--- src/rtl/udp_lut_pkg.sv ---
// udp_lut_pkg: shared FSM states, counter sizing and default table for the programmable UDP engine
package udp_lut_pkg;
  typedef enum logic [1:0] {RUN, LOAD, COMMIT} state_t;
  localparam logic [7:0] D5_TABLE = 8'hD5;
  function automatic int cnt_w(input int n);
    return $clog2((1 << n) + 1);
  endfunction
endpackage

--- src/rtl/udp_lut_cell.sv ---
// udp_lut_cell: single-channel registered table lookup with AND-gated output
module udp_lut_cell #(
  parameter int N_IN = 3
) (
  input  logic                   clk,
  input  logic                   rst,
  input  logic [(1<<N_IN)-1:0]   tbl,
  input  logic                   in_valid,
  input  logic [N_IN-1:0]        fld,
  input  logic                   gate,
  output logic                   e,
  output logic                   f
);
  logic e_d, e_q, f_d, f_q;
  always_comb begin
    e_d = in_valid ? tbl[fld] : e_q;
    f_d = in_valid ? tbl[fld] & gate : f_q;
  end
  always_ff @(posedge clk) begin
    if (rst) begin
      e_q <= 1'b0;
      f_q <= 1'b0;
    end else begin
      e_q <= e_d;
      f_q <= f_d;
    end
  end
  assign e = e_q;
  assign f = f_q;
endmodule

--- src/rtl/udp_lut_prog.sv ---
// udp_lut_prog: serially loadable truth table shared by parallel registered evaluators
module udp_lut_prog
  import udp_lut_pkg::*;
#(
  parameter int                   N_IN          = 3,
  parameter int                   CHANNELS      = 2,
  parameter logic [(1<<N_IN)-1:0] DEFAULT_TABLE = D5_TABLE
) (
  input  logic                       clk,
  input  logic                       rst,
  input  logic                       in_valid,
  input  logic [CHANNELS*N_IN-1:0]   in_data,
  input  logic [CHANNELS-1:0]        gate,
  output logic                       out_valid,
  output logic [CHANNELS-1:0]        e,
  output logic [CHANNELS-1:0]        f,
  input  logic                       cfg_start,
  input  logic                       cfg_valid,
  input  logic                       cfg_bit,
  output logic                       cfg_busy,
  output logic                       cfg_done
);
  localparam int DEPTH = 1 << N_IN;
  localparam int CW    = cnt_w(N_IN);
  state_t           state_d, state_q;
  logic [CW-1:0]    cnt_d, cnt_q;
  logic [DEPTH-1:0] shadow_d, shadow_q, active_d, active_q;
  logic             out_valid_d, out_valid_q;
  always_comb begin
    state_d     = state_q;
    cnt_d       = cnt_q;
    shadow_d    = shadow_q;
    active_d    = active_q;
    out_valid_d = in_valid;
    case (state_q)
      RUN: if (cfg_start) begin
        state_d = LOAD;
        cnt_d   = '0;
      end
      LOAD: if (cfg_start) cnt_d = '0;
      else if (cfg_valid) begin
        shadow_d[cnt_q[N_IN-1:0]] = cfg_bit;
        cnt_d   = cnt_q + 1'b1;
        state_d = cnt_q == CW'(DEPTH - 1) ? COMMIT : LOAD;
      end
      COMMIT: begin
        active_d = shadow_q;
        state_d  = RUN;
      end
      default: state_d = RUN;
    endcase
  end
  always_ff @(posedge clk) begin
    if (rst) begin
      state_q     <= RUN;
      cnt_q       <= '0;
      shadow_q    <= '0;
      active_q    <= DEFAULT_TABLE;
      out_valid_q <= 1'b0;
    end else begin
      state_q     <= state_d;
      cnt_q       <= cnt_d;
      shadow_q    <= shadow_d;
      active_q    <= active_d;
      out_valid_q <= out_valid_d;
    end
  end
  assign out_valid = out_valid_q;
  assign cfg_busy  = state_q != RUN;
  assign cfg_done  = state_q == COMMIT;
  for (genvar c = 0; c < CHANNELS; c++) begin : g_ch
    udp_lut_cell #(.N_IN(N_IN)) u_cell (
      .clk      (clk),
      .rst      (rst),
      .tbl      (active_q),
      .in_valid (in_valid),
      .fld      (in_data[c*N_IN +: N_IN]),
      .gate     (gate[c]),
      .e        (e[c]),
      .f        (f[c])
    );
  end
endmodule

--- config.mk ---
export PLATFORM = sky130hd
export DESIGN_NAME = udp_lut_prog
export DESIGN_NICKNAME = d
export VERILOG_FILES = /design/src/rtl/udp_lut_pkg.sv /design/src/rtl/udp_lut_cell.sv /design/src/rtl/udp_lut_prog.sv
export SDC_FILE = /design/constraint.sdc
export NUM_CORES = 1
export LEC_CHECK = 0
export ABC_AREA = 1
export BUFFER_PORTS_ARGS = -buffer_cell sky130_fd_sc_hd__buf_2
export CAP_MARGIN = 20
export CORE_UTILIZATION = 49
export CTS_CLUSTER_SIZE = 28
export DETAILED_ROUTE_END_ITERATION = 8
export PLACE_DENSITY = 0.75
export SETUP_SLACK_MARGIN = 0.02
export SLEW_MARGIN = 30
export SYNTH_ARGS = -nofsm -noshare
export SYNTH_HDL_FRONTEND = slang
export SYNTH_SLANG_ARGS = --single-unit
export TNS_END_PERCENT = 10
--- constraint.sdc ---
create_clock -name clk -period 1 [get_ports clk]
set_clock_uncertainty 0.05 [all_clocks]
set_input_delay 0.15 -clock clk [delete_from_list [all_inputs] [get_ports clk]]
set_output_delay 0.15 -clock clk [all_outputs]
set_load 0.02 [all_outputs]
* Word-level counts from Yosys, hierarchy flattened
Cells that the tools add are included.
** Cells by class
- Reductions and logical operators :: 7
- Mux-type cells :: 16
- Add/sub/neg operators :: 1
- Eq/ne operators :: 7
- $lt $le $gt $ge :: 4
- Bitwise operators :: 3
** Operators with widths (count)
- 3-bit by 4-bit < comparator with 1-bit output, second input constant :: 3
- 4-bit 2-to-1 mux :: 3
- 3-bit AND reduction :: 3
- 8-bit bitwise mux :: 1
- 2-bit 2-to-1 mux :: 4
- 4-bit one-hot mux with 2 select lines :: 1
- 1-bit binary-select mux with 3-bit select :: 2
- 2-bit inequality test, second input constant :: 3
- 4-bit by 1-bit adder with 4-bit output, second input constant :: 1
- 4-bit by 3-bit equality test with 1-bit output, second input constant :: 1
- 2-bit one-hot mux with 2 select lines :: 1
- 2-bit nonzero test :: 2
- 1-bit demux with 3-bit select :: 1
- 3-bit by 1-bit greater-or-equal comparator with 1-bit output, second input constant :: 1
- 1-bit 2-to-1 mux :: 3
- 3-bit inequality test, second input constant :: 1
- 1-bit bitwise AND :: 2
- 2-bit by 1-bit equality test with 1-bit output, second input constant :: 1
- 2-bit equality test, second input constant :: 1
- 2-bit logical NOT :: 1
- 1-bit logical AND :: 1
- 1-bit NOT :: 1
** Word-level totals
- Output and inout bits :: 7
- Input bits :: 14
- Logic and storage cells :: 47
- Flip-flop bits (word level) :: 27

* Depth between registers and ports, before layout
- Depth in word-level cells :: 5
- Mapped depth :: 7
- Gate-level depth less buffers :: 7

* By module
Synthesis repeated with hierarchy kept, for this count alone.
** Unflattened totals
- Cell total of the unflattened synthesis :: 215
- Area, all modules :: 1373.8 um^2
** Modules (own cells, without submodules)
- udp_lut_prog :: sequential area each 460.4 um^2, area an instance 1036.0 um^2, cells an instance 153, instances 1
- udp_lut_cell :: sequential area each 40.0 um^2, area an instance 168.9 um^2, cells an instance 31, instances 2

* Worst setup path before layout
No wires, ideal clock.
- Path type :: register -> register
- Start point :: reg state_q[1]
- End point :: reg shadow_q[5]
- Clock period less this slack :: 1.077 ns
- Path slack :: -0.077 ns
- Path buffers :: 0
- Data required time :: 0.820 ns
- Cell stages (with the launch flop) :: 7
- Setup time :: 0.130 ns
- Arrival time :: 0.897 ns
- Cells stage by stage :: dfxtp_1 > inv_2 > nand2_4 > nor2_4 > nand2_2 > nor3_1 > nor3_2
** On the way
- Longest elaborated chain between the ends :: 2
** RTL lines
- start, declared :: line udp_lut_prog.sv:25 : state_t state_d, state_q;
- start signal, assigned :: line udp_lut_prog.sv:61 : state_q <= state_d;
- 2-bit by 1-bit equality test with 1-bit output :: line udp_lut_prog.sv:35 : case (state_q)
- 3-bit AND reduction (no source line)
- end signal, assigned :: line udp_lut_prog.sv:63 : shadow_q <= shadow_d;
- end, declared :: line udp_lut_prog.sv:27 : logic [DEPTH-1:0] shadow_d, shadow_q, active_d, active_q;
No other way between the ends.
A chain may end at the register's enable or synchronous reset.

* Final worst setup path
- Start point :: reg state_q[1]
- End point :: out cfg_done
** On the way
- Longest elaborated chain between the ends :: 1
** RTL lines
- 2-bit equality test :: line udp_lut_prog.sv:70 : assign cfg_done = state_q == COMMIT;
- end, declared :: line udp_lut_prog.sv:21 : output logic cfg_done
No other way between the ends.

==> results.cfg <==
[status]
status = finished with violations
violations = negative setup slack

[setup_path]
arrival_ns = 1.06
path_cells = inv_4 -> nor2_4 -> buf_6 -> buf_6
cp_common_cell = buf_6
slowest_delay_ns = 0.38
cp_top_family = flip-flops
startpoint = state_q[1]
cp.depth = 4
reg2reg_depth = 7
cp.required_ns = 0.80
crit_path_end_kind = output port
cp_slowest_cell = dfxtp_2
critPathKind = reg2out
critPathLaunchType = flip-flop
timing.rr.start = state_q[1]
crit_buf_inv = 3
worstPathMaxFanout = 4

[sta]
period_share_pct = 126
rsz0062_at_grt = true
timing.final.ws_setup_ns = -0.258
hold_violations = 0
setup_viol = 21
fmaxAchievable_mhz = 795
period_needed_ns = 1.26
worst_pin_slew_ns = 0.219
relSlewSlack_pct = 85.4
slew_viol_final = 0

[clock_tree]
clk_latency_ns = 0.32
clk_pin_slew_worst_paths_ns = 0.14
cts_hold_buf = 0
clock-sinks = 27
root_buffer = clkbuf_4
h-tree-depth = 1
tritoncts.num_buffers = 3
tritoncts = built
clk_path_buf_depth = 2

[finish]
antenna_cells = 0
nNetsFinal = 226
final_cell_mix = nand2_1, inv_1, a21oi_1, dfxtp_1
area_growth_pct = 34.8
fill_cells = 179
final_common_cell = nand2_1
drive_above_1_share_pct = 41.9
stdcell_area_sq_um = 1760

[routing]
wl_mm = 2.94
vias = 1257
wl_per_cell_um = 12.3
drc = 0
vias_per_cell = 5.24
final_antenna_net_count = 0
drtIter0Drc = 28
drt_first_pass_iters = 5

[worst_hold_path]
holdPathStages = 3
hold_path_class = in2reg
hp-start = gate[0]

[placed_design]
place_area_sq_um = 1520
io_buffers = 20
gp_congestion = 0.736
dp_hpwl_mm = 2.12
pre_cts_ws_ns = -0.175

[global_routing]
grt_overflow_total = 0
grt_pass1_vias = 1072
grt_max_degree = 16
grt_use_total_pct = 21.2
grt_first_pass_wirelength_mm = 4.39
antenna_found_initial = 0

[yosys]
yosysWarnings = 0
syn_inst = 177
synth_area_per_cell_sq_um = 7.37
yosys.cell_types.count = 29
seq_area_frac_synth_pct = 41.5
synth_nets = 192
synth.cell_area_sq_um = 1300
synth_seq_cells = 27

[die]
die_h_um = 53.6
coreArea_sq_um = 2500
fp.dieW_um = 53.6
fp-row-count = 18
start_util_pct = 52.2
die_area_sq_um = 2870
io_pins = 21

[power]
peakVddDrop_mv = 1.12
p_leak_uw = 0.000776
power.density_nw_per_um2 = 1120

[flow_run]
drv_cap = 0
==> metrics by stage <==
stage	utilization [%]	cells	hold slack (ns)	TNS, ns	total power [uW]
floorplan	-	177	0.259	-0.146	1350
global placement	60.8	233	0.394	-0.861	1450
detailed placement	60.8	233	0.392	-1.62	1460
CTS	66.7	239	0.0262	-2.34	1960
global route	70.3	240	0.0306	-4.33	2070
finish	70.3	240	0.0268	-2.59	1980
==> area by class of cell <==
class | instances | area [sq um] | share of cell area, %
Multi-Input combinational cell | 112 | 727 | 41.4
Tap cell | 30 | 37.5 | 2.14
Clock buffer | 4 | 26.3 | 1.49
Timing Repair Buffer | 36 | 284 | 16.2
Sequential cell | 27 | 564 | 32.1
Inverter | 31 | 119 | 6.76
==> report_power, final <==
group / internal [uW] / switching, uW / leakage [uW]
registers: 1100 / 30.3 / 0.000224
logic: 166 / 214 / 0.000537
clock network: 156 / 307 / 0.0000150
total: 1430 / 551 / 0.000776
==> tightest hold or removal path: stages <==
cell and delay [ns]:
buf_2 0.10, nand4_1 0.07, a21oi_1 0.05
==> repair_timing <==
item                                    in CTS  in global routing
resized for setup                           39                 22
pin swaps                                    4                  3
buffers inserted                             2                  1
endpoints found under the setup margin      30                 33
hold endpoints to repair                     0                  0
==> logic make-up after synthesis <==
| logic type | share of synthesized area, % |
|---|---|
| buffers and inverters | 12.3 |
| adder cells (fa/ha/maj) | 0.960 |
| AO/OA/AOI/OAI | 17.3 |
| AND/OR/NAND/NOR | 28.0 |
| flip-flops | 41.5 |
==> flip-flops by register name (all words and copies together) (netlist names) <==
name,count
active_q,8
shadow_q,8
cnt_q,4
g_ch.u_cell.e,2
g_ch.u_cell.f,2
state_q,2
out_valid,1
==> path summary, 6_finish.rpt <==
path                            to  slack, ns
hold / removal    g_ch[0].u_cell.f       0.03
hold reg to reg   g_ch[0].u_cell.f       0.43
setup / recovery          cfg_done      -0.26
setup reg to reg       shadow_q[0]      -0.18
==> per-layer routing <==
metal	global-route usage (%)	up-vias	part of all wire [%]
met3	2.54	4	3.8
met1	25.1	577	44
met5	0	-	0
met2	37.9	34	51
li1	-	642	-
met4	9.21	0	1.2
==> cell usage after synthesis <==
library cell / n / area, sq um
a211oi_1: 1 / 7.51
a21oi_1: 19 / 95.1
a311oi_1: 1 / 8.76
and3_1: 1 / 6.26
buf_2: 2 / 10.0
buf_4: 4 / 30.0
clkbuf_1: 1 / 3.75
dfxtp_1: 27 / 541
ha_1: 1 / 12.5
inv_1: 27 / 101
inv_2: 4 / 15.0
nand2_1: 32 / 120
nand2_2: 2 / 12.5
nand2_4: 1 / 11.3
nand3_1: 12 / 60.1
nand3b_1: 2 / 15.0
nand4_1: 2 / 12.5
nand4_4: 1 / 21.3
nor2_1: 7 / 26.3
nor2_2: 7 / 43.8
nor2_4: 1 / 11.3
nor3_1: 3 / 15.0
nor3_2: 1 / 10.0
o211ai_1: 5 / 37.5
o21ai_0: 4 / 20.0
o21ai_1: 6 / 30.0
o22ai_1: 1 / 6.26
o22ai_2: 1 / 12.5
o31ai_1: 1 / 7.51
Power figures use the tool's default switching activity.
